### src/rtl/mips_debug_ctrl.sv
// UART-driven debug sequencer for the five-stage MIPS core: loads IMEM,
// runs or single-steps the pipeline, and dumps PC plus R0..R31 as 132 bytes.
module mips_debug_ctrl #(
  parameter int IMEM_AW      = 8,
  parameter int DRAIN_CYCLES = 4
) (
  input  logic               Clock,
  input  logic               Reset,
  input  logic [7:0]         RxData,
  input  logic               RxValid,
  output logic [7:0]         TxData,
  output logic               TxStart,
  input  logic               TxBusy,
  output logic               PipeEnable,
  output logic               PipeReset,
  output logic               ImemWrEn,
  output logic [IMEM_AW-1:0] ImemWrAddr,
  output logic [31:0]        ImemWrData,
  input  logic               HaltSeen,
  input  logic [31:0]        PCResult,
  output logic [4:0]         DbgRegAddr,
  input  logic [31:0]        DbgRegData,
  output logic               Halted,
  output logic               Busy
);

  localparam logic [2:0] IDLE      = 3'd0;
  localparam logic [2:0] LOAD      = 3'd1;
  localparam logic [2:0] RUN       = 3'd2;
  localparam logic [2:0] DRAIN     = 3'd3;
  localparam logic [2:0] STEP      = 3'd4;
  localparam logic [2:0] DUMP_SEND = 3'd5;
  localparam logic [2:0] DUMP_WAIT = 3'd6;

  localparam int         DCW       = (DRAIN_CYCLES < 1) ? 1 : $clog2(DRAIN_CYCLES + 1);
  localparam logic [7:0] LAST_BYTE = 8'd131;

  logic [2:0]         state;
  logic               halted;
  logic [IMEM_AW-1:0] wrAddr;
  logic [IMEM_AW-1:0] wrAddrQ;
  logic [31:0]        wrDataQ;
  logic               wrEnQ;
  logic [23:0]        wordBuf;
  logic [1:0]         byteCnt;
  logic               resetHold;
  logic [DCW-1:0]     drainCnt;
  logic [7:0]         byteIdx;
  logic [31:0]        shiftReg;
  logic               waitSkip;

  logic [5:0]         wordIdx;
  logic [31:0]        curWord;
  logic [7:0]         curByte;
  logic [31:0]        fullWord;
  logic               sendNow;

  // Word 0 of the dump is the PC; words 1..32 come from the register file.
  assign wordIdx  = byteIdx[7:2];
  assign curWord  = (wordIdx == 6'd0) ? PCResult : DbgRegData;
  assign curByte  = (byteIdx[1:0] == 2'd0) ? curWord[7:0] : shiftReg[7:0];
  assign fullWord = {RxData, wordBuf};
  assign sendNow  = (state == DUMP_SEND) && !TxBusy;

  always_comb begin
    // NOTE: assign a default before any condition so no path infers a latch.
    DbgRegAddr = 5'd0;
    if (wordIdx != 6'd0) DbgRegAddr = 5'(wordIdx - 6'd1);
  end

  assign TxStart    = sendNow;
  assign TxData     = sendNow ? curByte : 8'h00;
  assign PipeEnable = (state == RUN) || (state == STEP) ||
                      ((state == DRAIN) && (drainCnt != '0));
  // Pipeline reset covers LOAD plus one trailing cycle, and the reset period.
  assign PipeReset  = (state == LOAD) || resetHold;
  assign ImemWrEn   = wrEnQ;
  assign ImemWrAddr = wrAddrQ;
  assign ImemWrData = wrDataQ;
  assign Halted     = halted;
  assign Busy       = (state != IDLE);

  always_ff @(posedge Clock) begin
    // NOTE: sequential state uses non-blocking assignments only.
    if (Reset) begin
      state     <= IDLE;
      halted    <= 1'b0;
      wrAddr    <= '0;
      wrAddrQ   <= '0;
      wrDataQ   <= '0;
      wrEnQ     <= 1'b0;
      wordBuf   <= '0;
      byteCnt   <= '0;
      resetHold <= 1'b1;
      drainCnt  <= '0;
      byteIdx   <= '0;
      shiftReg  <= '0;
      waitSkip  <= 1'b0;
    end else begin
      wrEnQ     <= 1'b0;
      resetHold <= (state == LOAD);
      case (state)
        IDLE: begin
          if (RxValid) begin
            case (RxData)
              8'h4C: begin
                state   <= LOAD;
                halted  <= 1'b0;
                wrAddr  <= '0;
                byteCnt <= '0;
              end
              8'h52:   state <= halted ? DUMP_SEND : RUN;
              8'h53:   state <= halted ? DUMP_SEND : STEP;
              8'h44:   state <= DUMP_SEND;
              default: ;
            endcase
          end
        end
        LOAD: begin
          if (RxValid) begin
            byteCnt <= byteCnt + 2'd1;
            case (byteCnt)
              2'd0: wordBuf[7:0]   <= RxData;
              2'd1: wordBuf[15:8]  <= RxData;
              2'd2: wordBuf[23:16] <= RxData;
              default: begin
                wrEnQ   <= 1'b1;
                wrAddrQ <= wrAddr;
                wrDataQ <= fullWord;
                wrAddr  <= wrAddr + 1'b1;
                // A HALT word or the last address ends the load; never wrap.
                if (fullWord == 32'hFFFF_FFFF || wrAddr == '1) state <= IDLE;
              end
            endcase
          end
        end
        RUN: begin
          if (HaltSeen) begin
            state    <= DRAIN;
            drainCnt <= DCW'(DRAIN_CYCLES);
          end
        end
        DRAIN: begin
          if (drainCnt != '0) begin
            drainCnt <= drainCnt - 1'b1;
          end else begin
            halted <= 1'b1;
            state  <= DUMP_SEND;
          end
        end
        STEP: begin
          if (HaltSeen) halted <= 1'b1;
          state <= DUMP_SEND;
        end
        DUMP_SEND: begin
          if (!TxBusy) begin
            shiftReg <= (byteIdx[1:0] == 2'd0) ? {8'h00, curWord[31:8]}
                                               : {8'h00, shiftReg[31:8]};
            waitSkip <= 1'b1;
            state    <= DUMP_WAIT;
          end
        end
        DUMP_WAIT: begin
          // The first wait cycle is skipped because TxBusy lags TxStart by one.
          if (waitSkip) begin
            waitSkip <= 1'b0;
          end else if (!TxBusy) begin
            if (byteIdx == LAST_BYTE) begin
              byteIdx <= '0;
              state   <= IDLE;
            end else begin
              byteIdx <= byteIdx + 8'd1;
              state   <= DUMP_SEND;
            end
          end
        end
        default: state <= IDLE;
      endcase
    end
  end

endmodule

### config.mk
export PLATFORM = sky130hd
export DESIGN_NAME = mips_debug_ctrl
export DESIGN_NICKNAME = d
export VERILOG_FILES = /design/src/rtl/mips_debug_ctrl.sv
export SDC_FILE = /design/constraint.sdc
export NUM_CORES = 1
export LEC_CHECK = 0
export CORE_MARGIN = 3
export CORE_UTILIZATION = 30
export CTS_CLUSTER_SIZE = 20
export DETAILED_ROUTE_END_ITERATION = 6
export PLACE_DENSITY_LB_ADDON = 0.25
export SYNTH_ARGS = -nofsm -noshare
export SYNTH_HDL_FRONTEND = slang
export SYNTH_SLANG_ARGS = --single-unit
### constraint.sdc
create_clock -name Clock -period 2.4 [get_ports Clock]
set_clock_uncertainty 0.1 [all_clocks]
set_input_delay 0.24 -clock Clock [delete_from_list [all_inputs] [get_ports Clock]]
set_output_delay 0.24 -clock Clock [all_outputs]
set_load 0.005 [all_outputs]
==> impl_summary.md, run 1 <==
Critical path
The arrival time of data at the critical path endpoint is around 2.2 ns. The critical-path cell with the highest stage delay is or4b_4. Of all nets on the critical path, the largest fanout is 5. The number of buffers and inverters on the critical path is 3. The kind of cell adding the most delay to the critical path is simple AND/OR/NAND/NOR gates.

STA puts the critical path data required time at 2.06 ns. Traced cell by cell, the critical path runs through inv_2 -> ha_4 -> or4b_4 -> buf_6 -> nor2_8 -> nand2_1 -> a311oi_1 -> buf_2. The startpoint identified for the worst register-to-register timing path is byteIdx[3]. Counting cells, the worst reg-to-reg path comes to 10. The endpoint kind of the worst setup timing path is a primary output. The register-to-register path setup slack is -0.09 ns. The delay contributed by the slowest stage of the critical path is around 0.50 ns.

The worst register-to-register path ends at state[2]. The critical path start-end classification is flip-flop to primary output. STA classifies the critical path startpoint as a flip-flop.

CTS
Counting the buffers created by CTS gives 17. The clock tree from TritonCTS is yes. The worst-skew pair later-pin latency is between 0.4 and 0.5 ns. The clock transition at the registers of the reported paths is around 0.060 ns. The number of hold buffers added after CTS was 0. In this run the number of H-tree levels came out at 4. The library cell used as clock root buffer is clkbuf_16.

The clock sink count is around 120. The maximum number of buffers from clock root to sink is 2.

Final layout
The fraction of layout instances using a drive strength above 1 is 0.167. The area of all sequential standard cells is between 2000 and 2500 µm². Measured on the finished design, the core utilization comes to 0.456. The fill cell instance count of the final layout is 1796. The top cell types in the final layout, fill and taps aside, are 186 x nand2_1, 121 x clkdlybuf4s50_1, 113 x dfxtp_1, 94 x a21oi_1, 64 x nor2_1. Summing all multi-input logic gate instances after layout gives 2960 µm². The final net count is between 900 and 1000. The repair_antennas step left the layout with diodes totalling 0. Relative to the synthesized area, the layout overhead comes to 46.9%.

The most frequent standard cell in the layout excluding fill and tap cells is nand2_1. With fillers left out, the area of the finished cells amounts to roughly 8000 µm².

Route
After detailed routing, the number of vias per cell comes to around 5. The count of routing violations after the opening detailed-route iteration is 260. Summed over all layers, the routed wires come to 16200 µm.

In the routed design, unresolved DRC markers number 0. The routed layout has approximately 5400 vias. The final routed wire length divided by cell count is between 10 and 15 µm.

The first detailed-routing pass took 6 iterations. The detail route stage leaves a number of antenna-violating nets equal to 0.

Die
The floorplan step defined a die boundary enclosing ~20000 µm². The number of core rows is 48. For this configuration, the core starts out at a cell density of 0.310. The width of the chip is approximately 140 µm. The region available for standard cell placement spans 17500 µm².

The y dimension of the die is between 100 and 150 µm. 136 I/O pins were placed.

Synthesis
The number of nets in the synthesized netlist is about 800. The mean instance size in the synthesized netlist is 7.70 µm². Synthesis inferred ~120 register bits.

The sequential area share after synthesis is 0.427. The dominant combinational cell family by area after synthesis is simple AND/OR/NAND/NOR gates. Yosys attributes the largest share of cell area to dfxtp_1 43%, nand2_1 13%, a21oi_1 8.7%. Of the total synthesized cell area, the portion taken by full adders, half adders and majority gates is 0.0276.

The count of cell types in the netlist is between 50 and 60. The area share of and/or/nand/nor cells after synthesis is 0.285. The total of warnings raised by yosys is 0. The primary flip-flop cell chosen by synthesis mapping is dfxtp_1. The area fraction in compound gates after synthesis was 0.169. The fraction of registers with async set or reset after synthesis is 0. Of the post-synthesis cell area, the part taken by muxes is 0.0214. Of all cell types, the one taking the most synthesized area is dfxtp_1. Summing every instance area after synthesis gives approximately 5400 µm². After technology mapping, the gate count stands at about 710. The share of synthesized area in the top cell type comes to 0.427. The post-synthesis xor/xnor area fraction is 0.0225. Counting flops with a built-in enable in the synthesized netlist gives 0.

Run status
The checks that failed: setup timing. The run finished, with violations left.

Worst hold path
In this run the worst hold path is classified as input port to flip-flop. For hold timing, the worst endpoint is drainCnt[2]. The hold path startpoint is Reset.

Along the worst hold path, the cell count comes to 2.

Placed design
The pre-CTS worst setup slack is -0.0439 ns. The standard cell area after detailed placement is just over 7000 µm². The HPWL after detailed placement is roughly 11000 µm.

Routability-driven placement finished with a final weighted congestion of between 0.8 and 0.9. The count of buffers added on input and output ports is ~140.

Global route
The global-route usage over all layers is 0.162. The final global-route overflow total is 0. The initial antenna violation count is 0.

The wire length of the first global-routing pass is 26400 µm. Entering global routing, the biggest net connects 50 pins. The via count of the first global-routing pass came to approximately 5200.

STA
The count of pins over their slew limit was 0. Setup repair after global routing could not meet its margin everywhere. The worst pin sits at a relative slew slack of 0.641. The minimum setup slack in the final design is -0.102 ns. The transition time at the pin with the least slew margin is about 0.54 ns. The final hold violation count is 0.

The final critical delay including setup and external delays is 2.50 ns. Of the available clock period, the critical path in the final layout requires 1.04. In the final timing run, aggregate negative setup slack is -0.577 ns. The maximum achievable frequency is between 300 and 400 MHz. Setup violations remaining at the end of the flow were counted as 9.

Flow run
The count of max-cap constraint violations is 0.

Pwr
The total leakage power is slightly below 3 nW. The maximum ir drop on the vdd rail is around 0.00044 V. The ratio of total power to cell area is 597 nW/µm².
[power breakdown]
part | total [mW] | internal, mW | switching (mW) | leakage (nW)
Combinational | 0.253 | 0.153 | 0.100 | 1.69
Clock | 2.59 | 1.59 | 1.00 | 0.295
Sequential | 1.93 | 1.93 | 0.00192 | 0.936
[registers in the layout, summed over array words and instances (netlist names)]
name and flops:
shiftReg 24, ImemWrEn 1, waitSkip 1, resetHold 1, byteCnt 2, drainCnt 3
wordBuf 24, byteIdx 8, ImemWrAddr 8, Halted 1, state 3, ImemWrData 32
wrAddr 8
[worst max path at each step]
stage / start / end / slack [ns] / cells after the start
2_1_floorplan: byteIdx[2] / TxData[2] / 0.20 / 8
3_3_place_gp: byteIdx[2] / TxData[6] / -0.03 / 7
3_5_place_dp: byteIdx[2] / TxData[6] / -0.04 / 7
4_1_cts: byteIdx[3] / TxData[6] / -0.17 / 8
5_1_grt: byteIdx[3] / TxData[3] / -0.20 / 8
6_report: byteIdx[3] / TxData[6] / -0.10 / 8
[metal layers]
layer,vias up,share of wire,GRT usage
li1,2759,-,-
met1,2479,0.47,0.220
met2,177,0.45,0.254
met3,12,0.071,0.0431
met4,0,0.011,0.0484
met5,-,0,0
[area by class of cell]
class                           instances  share of cell area
Multi-Input combinational cell        530               0.370
Sequential cell                       116               0.291
Timing Repair Buffer                  191               0.222
Clock buffer                           18              0.0549
Tap cell                              225              0.0352
Clock inverter                         14              0.0208
Inverter                               13             0.00611
[cell families after synthesis]
| logic type | count (synthesis) |
|---|---|
| and+or+nand+nor | 346 |
| AOI/OAI and AO/OA | 147 |
| DFF | 116 |
| buffers and inverters | 62 |
| xor gates and xnor gates | 14 |
| adders and majority gates | 12 |
| muxes | 10 |
[cell usage after synthesis (5+ instances only)]
cell and number:
a21oi_1 95, a22oi_1 9, a311o_1 16, a311oi_1 8, clkbuf_1 39, dfxtp_1 116
ha_1 12, inv_1 13, mux2_2 9, nand2_1 188, nand3_1 32, nand4_1 12
nor2_1 65, nor2b_1 9, nor3_1 5, nor4_1 8, o21ai_0 8, xnor2_1 12
[what timing repair did]
action,in CTS,in global routing
pin swaps,14,10
cloned,1,0
resized for setup,56,23
endpoints found under the setup margin,14,27
buffers inserted,4,6
[metrics by stage]
| step | hold WS [ns] | total power, mW | std cells |
|---|---|---|---|
| after floorplan | 0.276 | 2.04 | 707 |
| after global placement | 0.342 | 2.22 | 1064 |
| after detailed placement | 0.349 | 2.22 | 1064 |
| after CTS | 0.152 | 4.84 | 1101 |
| after global routing | 0.195 | 4.95 | 1107 |
| final | 0.181 | 4.77 | 1107 |
Note: power is estimated with default switching activity, not from simulation.
==> run 2: changes to the inputs <==
- ABC_CLOCK_PERIOD_IN_PS: not set -> 2400
==> results of run 2 <==
Same layout as run 1: the final DEF is identical, and so are final timing and power.
==> run 3: changes to the inputs <==
- SLEW_MARGIN: not set -> 20
==> results of run 3 <==
Same layout as run 1: the final DEF is identical, and so are final timing and power.
